**src/rtl/mod_counter_sched_pkg.sv**
```systemverilog
// Shared types and constants for the MOD counter round-robin scheduler.
// Counter width and rollover-count width defaults live here so client code can match them.
package mod_counter_sched_pkg;

  localparam int CNT_W_DEFAULT = 8;
  localparam int PER_W_DEFAULT = 4;
  localparam int MIN_MOD_VALUE = 2;

  typedef enum logic [2:0] {
    ST_IDLE,
    ST_LOAD,
    ST_START,
    ST_RUN,
    ST_STOP,
    ST_DONE
  } state_t;

endpackage

```
**src/rtl/rr_priority_picker.sv**
```systemverilog
// Combinational round-robin picker: first set request bit at or after ptr, wrapping.
// Produces a one-hot grant, the winner index and a valid flag.
module rr_priority_picker #(
  parameter int NUM_REQ = 4,
  parameter int IDX_W   = $clog2(NUM_REQ)
) (
  input  logic [NUM_REQ-1:0] req,
  input  logic [IDX_W-1:0]   ptr,
  output logic [NUM_REQ-1:0] grant,
  output logic [IDX_W-1:0]   idx,
  output logic               valid
);

  logic [IDX_W:0]   sum;
  logic [IDX_W-1:0] pos;

  always_comb begin
    grant = '0;
    idx   = '0;
    valid = 1'b0;
    sum   = '0;
    pos   = '0;
    for (int k = 0; k < NUM_REQ; k++) begin
      // Walk positions ptr, ptr+1, ... modulo NUM_REQ; the first hit wins.
      sum = {1'b0, ptr} + (IDX_W+1)'(k);
      if (sum >= (IDX_W+1)'(NUM_REQ)) begin
        sum = sum - (IDX_W+1)'(NUM_REQ);
      end
      pos = sum[IDX_W-1:0];
      if (!valid && req[pos]) begin
        valid      = 1'b1;
        idx        = pos;
        grant[pos] = 1'b1;
      end
    end
  end

endmodule

```
**src/rtl/mod_counter_rr_scheduler.sv**
```systemverilog
// Round-robin scheduler sharing one external MOD counter between NUM_REQ timer clients.
// Sequences load/start/run/stop on the counter and returns a one-cycle done pulse per job.
module mod_counter_rr_scheduler
  import mod_counter_sched_pkg::*;
#(
  parameter int NUM_REQ = 4,
  parameter int CNT_W   = CNT_W_DEFAULT,
  parameter int PER_W   = PER_W_DEFAULT
) (
  input  logic                     Clk_In,
  input  logic                     Reset_In,
  input  logic [NUM_REQ-1:0]       Req_In,
  input  logic [NUM_REQ*CNT_W-1:0] Req_MOD_Value_In,
  input  logic [NUM_REQ*CNT_W-1:0] Req_Preload_Value_In,
  input  logic [NUM_REQ*PER_W-1:0] Req_Periods_In,
  output logic [NUM_REQ-1:0]       Grant_Out,
  output logic [NUM_REQ-1:0]       Done_Out,
  output logic                     Error_Out,
  output logic                     Busy_Out,
  output logic                     Cnt_Enable_Out,
  output logic                     Cnt_Load_Out,
  output logic                     Cnt_Start_Out,
  output logic                     Cnt_Stop_Out,
  output logic [CNT_W-1:0]         Cnt_Preload_Value_Out,
  output logic [CNT_W-1:0]         Cnt_MOD_Value_Out,
  input  logic                     Cnt_Running_Flag_In,
  input  logic                     Cnt_Rollover_Flag_In
);

  localparam int IDX_W = $clog2(NUM_REQ);

  logic [CNT_W-1:0] mod_arr [NUM_REQ];
  logic [CNT_W-1:0] pre_arr [NUM_REQ];
  logic [PER_W-1:0] per_arr [NUM_REQ];

  for (genvar gi = 0; gi < NUM_REQ; gi++) begin : g_unpack
    assign mod_arr[gi] = Req_MOD_Value_In[gi*CNT_W +: CNT_W];
    assign pre_arr[gi] = Req_Preload_Value_In[gi*CNT_W +: CNT_W];
    assign per_arr[gi] = Req_Periods_In[gi*PER_W +: PER_W];
  end

  state_t             state_reg;
  logic [IDX_W-1:0]   ptr_reg, win_idx_reg;
  logic [NUM_REQ-1:0] grant_reg, done_reg;
  logic               error_reg, busy_reg, enable_reg;
  logic               load_reg, start_reg, stop_reg;
  logic [CNT_W-1:0]   preload_reg, mod_reg;
  logic [PER_W-1:0]   periods_reg, roll_cnt_reg, eff_periods;
  logic               err_flag_reg, hold_reg;

  logic [NUM_REQ-1:0] pick_grant;
  logic [IDX_W-1:0]   pick_idx;
  logic               pick_valid;

  rr_priority_picker #(
    .NUM_REQ (NUM_REQ),
    .IDX_W   (IDX_W)
  ) u_picker (
    .req   (Req_In),
    .ptr   (ptr_reg),
    .grant (pick_grant),
    .idx   (pick_idx),
    .valid (pick_valid)
  );

  assign eff_periods = (periods_reg == '0) ? PER_W'(1) : periods_reg;

  always_ff @(posedge Clk_In) begin
    if (Reset_In) begin
      state_reg    <= ST_IDLE;
      ptr_reg      <= '0;
      win_idx_reg  <= '0;
      grant_reg    <= '0;
      done_reg     <= '0;
      error_reg    <= 1'b0;
      busy_reg     <= 1'b0;
      enable_reg   <= 1'b0;
      load_reg     <= 1'b0;
      start_reg    <= 1'b0;
      stop_reg     <= 1'b0;
      preload_reg  <= '0;
      mod_reg      <= '0;
      periods_reg  <= '0;
      roll_cnt_reg <= '0;
      err_flag_reg <= 1'b0;
      hold_reg     <= 1'b0;
    end else begin
      enable_reg <= 1'b1;
      unique case (state_reg)
        ST_IDLE: begin
          if (pick_valid) begin
            grant_reg    <= pick_grant;
            win_idx_reg  <= pick_idx;
            mod_reg      <= mod_arr[pick_idx];
            preload_reg  <= pre_arr[pick_idx];
            periods_reg  <= per_arr[pick_idx];
            roll_cnt_reg <= '0;
            busy_reg     <= 1'b1;
            if (mod_arr[pick_idx] < CNT_W'(MIN_MOD_VALUE)) begin
              // Rejected job: one spare cycle so done lands where a stop slot would be.
              err_flag_reg <= 1'b1;
              hold_reg     <= 1'b1;
              state_reg    <= ST_DONE;
            end else begin
              err_flag_reg <= 1'b0;
              load_reg     <= 1'b1;
              state_reg    <= ST_LOAD;
            end
          end
        end
        ST_LOAD: begin
          load_reg <= 1'b0;
          if (Cnt_Running_Flag_In) begin
            stop_reg <= 1'b1;
          end else begin
            stop_reg  <= 1'b0;
            start_reg <= 1'b1;
            state_reg <= ST_START;
          end
        end
        ST_START: begin
          start_reg <= 1'b0;
          state_reg <= ST_RUN;
        end
        ST_RUN: begin
          if (Cnt_Rollover_Flag_In) begin
            roll_cnt_reg <= roll_cnt_reg + 1'b1;
            if ((roll_cnt_reg + 1'b1) >= eff_periods) begin
              stop_reg  <= 1'b1;
              state_reg <= ST_STOP;
            end
          end
        end
        ST_STOP: begin
          stop_reg  <= 1'b0;
          done_reg  <= grant_reg;
          error_reg <= err_flag_reg;
          state_reg <= ST_DONE;
        end
        ST_DONE: begin
          if (hold_reg) begin
            hold_reg <= 1'b0;
          end else if (done_reg == '0) begin
            done_reg  <= grant_reg;
            error_reg <= err_flag_reg;
          end else begin
            done_reg  <= '0;
            error_reg <= 1'b0;
            grant_reg <= '0;
            busy_reg  <= 1'b0;
            ptr_reg   <= (win_idx_reg == IDX_W'(NUM_REQ-1)) ? '0 : win_idx_reg + 1'b1;
            state_reg <= ST_IDLE;
          end
        end
        default: state_reg <= ST_IDLE;
      endcase
    end
  end

  assign Grant_Out             = grant_reg;
  assign Done_Out              = done_reg;
  assign Error_Out             = error_reg;
  assign Busy_Out              = busy_reg;
  assign Cnt_Enable_Out        = enable_reg;
  assign Cnt_Load_Out          = load_reg;
  assign Cnt_Start_Out         = start_reg;
  assign Cnt_Stop_Out          = stop_reg;
  assign Cnt_Preload_Value_Out = preload_reg;
  assign Cnt_MOD_Value_Out     = mod_reg;

endmodule
```
**config.mk**
```make
export PLATFORM = sky130hd
export DESIGN_NAME = mod_counter_rr_scheduler
export DESIGN_NICKNAME = d
export VERILOG_FILES = /design/src/rtl/mod_counter_sched_pkg.sv /design/src/rtl/rr_priority_picker.sv /design/src/rtl/mod_counter_rr_scheduler.sv
export SDC_FILE = /design/constraint.sdc
export NUM_CORES = 1
export LEC_CHECK = 0
export CAP_MARGIN = 20
export CELL_PAD_IN_SITES_DETAIL_PLACEMENT = 1
export CELL_PAD_IN_SITES_GLOBAL_PLACEMENT = 2
export CORE_MARGIN = 5
export CORE_UTILIZATION = 25
export DETAILED_ROUTE_END_ITERATION = 10
export GPL_TIMING_DRIVEN = 0
export PLACE_DENSITY_LB_ADDON = 0.1
export SKIP_LAST_GASP = 1
export SYNTH_ARGS = -nofsm -noshare
export SYNTH_HDL_FRONTEND = slang
export SYNTH_SLANG_ARGS = --single-unit
```
**constraint.sdc**
```tcl
create_clock -name Clk_In -period 7.05 [get_ports Clk_In]
set_input_delay 0.705 -clock Clk_In [delete_from_list [all_inputs] [get_ports Clk_In]]
set_output_delay 0.705 -clock Clk_In [all_outputs]
set_load 0.1 [all_outputs]
```
==> out/metrics.csv <==
metric,value,unit
outcome,"complete, no violations",
Root Buffer,clkbuf_16,
worst min path class,reg -> reg,
grt total ovfl,0,
Slowest cell on crit path,mux4_2,
Final ANT Viol Nets,0,
Core Rows,40,
Layout area overhead,50.0,%
Mapped Avg Cell Area,7.25,um2
Max Cap Violations,0,
Routed WL,11.8,mm
critical path cell sequence,buf_4 -> inv_2 -> ha_1 -> buf_6 -> mux4_2 -> nor2b_4 -> o21ai_2 -> nand2_1 -> clkbuf_1 -> o211ai_1 -> a22oi_2 -> nand4_2 -> a221oi_2,
Final Skew,0.00305,ns
first-pass GRT wire length,18.7,mm
"Slew Viols, Final",0,
PwrDens,214,nW/um2
most frequent cells in the layout,"114 x clkdlybuf4s50_1, 103 x nand2_1, 51 x nand3_1",
htree depth,2,
number of remaining DRC errors,0,
leakage,1.72,nW
unrepaired setup endpoints after global routing,false,
drt initial violations,109,
"Clk pin slew, worst setup/hold paths",0.07,ns
Port Buf Inserts,114,
"FF+latch count, synth",47,
vias,3367,
Die H,120,um
CTS tree,done,
crit start category,flip-flop,
final worst-path cycle share,0.533,
antenna violations before repair,0,
HPWL Detailed,9.47,mm
arrival time worst endpoint,3.97,ns
CP max FO,10,
max incr delay on CP,0.63,ns
Synth Instances,418,
Slew HR,0.326,
CTS hold repair buffers,0,
I/O pin cnt,118,
core area,12000,um2
setup bufs post-CTS,0,
PostCTS Resize Cnt,0,
worst slew pin tran,1.01,ns
Cell variety after synth,49,
VDD IR max,0.0891,mV
Critical Path End Type,flip-flop,
Final nets,637,
vias in the first global route,3539,
setup TNS,0,ns
share of layout cells above drive strength 1,0.0667,
die area,14400,um2
final worst slack,3.29,ns
DR pass1 iterations,4,
crit path buf inv count,4,
Tot GR Track Use,0.165,
"commonest non-fill, non-tap cell in the layout",clkdlybuf4s50_1,
post-synthesis sequential area ratio,0.311,
post-synthesis cell area,3030,um2
total CTS buffers,5,
Fmax achieved,266,MHz
largest net degree at the start of global routing,15,
clock network latency to the later pin of the worst-skew pair,0.29,ns
final core occ,0.380,
crit-path leading delay family,buffers and inverters,
hold_ws,0.456,ns
Syn Nets,516,
GP Congestion,0.769,
CP required,7.26,ns
via/cell ratio,4.90,
synth warn,0,
Initial Util,0.253,
CTS sink count,47,
final worst path period need,3.76,ns
Clock Path Buffers,2,
Die W,120,um
Placement Setup Slack,3.20,ns
WS Path Type,reg -> reg,
DR WL/cell,17.1,um
Ant. Diodes,0,
Final Hold Viols,0,
# setup viols final,0,
-- cell type report --
type	count	area [um2]
fillers	1495	7420
multi-input cells	326	1890
repair buffers	114	1140
flip-flops and latches	47	941
well taps	147	184
plain buffers	32	150
clock buffers	6	129
clock inverters	2	60.1
inverters	13	48.8
-- cell families after synthesis --
group	share of synthesized area
xor gates and xnor gates	0.00578
AOI/OAI and AO/OA	0.205
buffers and inverters	0.0657
adders and majority gates	0.0413
muxes	0.0677
DFF	0.311
and+or+nand+nor	0.304
-- worst paths after layout --
kind,startpoint,endpoint,slack [ns],depth (start not counted)
worst max-delay path,ptr_reg[0]$_SDFFE_PP0P_,hold_reg$_SDFFE_PP0P_,3.29,13
worst min-delay path,periods_reg[2]$_SDFFE_PP0P_,periods_reg[2]$_SDFFE_PP0P_,0.46,2
worst max register to register,ptr_reg[0]$_SDFFE_PP0P_,hold_reg$_SDFFE_PP0P_,3.29,13
worst min register to register,periods_reg[2]$_SDFFE_PP0P_,periods_reg[2]$_SDFFE_PP0P_,0.46,2
-- synth_stat cells, drive strengths merged --
cell,count,area (um2)
a211oi,1,12.5
a21o,2,15.0
a21oi,38,190
a221o,1,10.0
a221oi,2,30.0
a22oi,19,148
a311oi,1,8.76
a31o,1,8.76
a31oi,1,6.26
and2,4,27.5
and3b,1,8.76
buf,12,75.1
clkbuf,20,75.1
dfxtp,47,941
ha,10,125
inv,13,48.8
mux2,2,22.5
mux2i,7,70.1
mux4,5,113
nand2,103,387
nand2b,3,18.8
nand3,51,255
nand4,1,12.5
nor2,26,100
nor2b,3,26.3
nor3,4,20.0
nor3b,3,22.5
nor4,2,12.5
nor4bb,1,10.0
o211a,1,10.0
o211ai,10,75.1
o21a,2,16.3
o21ai,14,77.6
o21bai,1,7.51
o22ai,1,6.26
or3,3,18.8
xnor2,1,8.76
xor2,1,8.76
-- worst reg2reg max path, cell delays in order, from the launching register on --
cell	delay, ns
dfxtp_1	0.45
buf_4	0.24
inv_2	0.09
ha_1	0.30
buf_6	0.13
mux4_2	0.63
nor2b_4	0.21
o21ai_2	0.08
nand2_1	0.12
clkbuf_1	0.45
o211ai_1	0.24
a22oi_2	0.28
nand4_2	0.21
a221oi_2	0.25
-- stage by stage --
stage	area [um2]	instances	power, W
floorplan	3030	418	0.000541
global placement	4350	679	0.000667
detailed placement	4350	679	0.000671
CTS	4540	687	0.000991
global route	4540	687	0.00102
finish	4540	687	0.000973
-- layer usage --
metal  global-route usage  part of all wire  vias to the layer above
met4               0.0408            0.0099                        0
li1                     -                 -                     1699
met5                    0                 0                        -
met1                0.217              0.47                     1570
met2                0.269              0.47                       90
met3               0.0419             0.053                        8
-- power breakdown --
group | internal (W) | total [W] | switching (W) | leakage (nW)
Clock | 0.000204 | 0.000313 | 0.000109 | 0.0911
Combinational | 0.000121 | 0.000359 | 0.000238 | 1.25
Sequential | 0.000288 | 0.000302 | 0.0000137 | 0.385
Note: power is estimated with default switching activity, not from simulation.
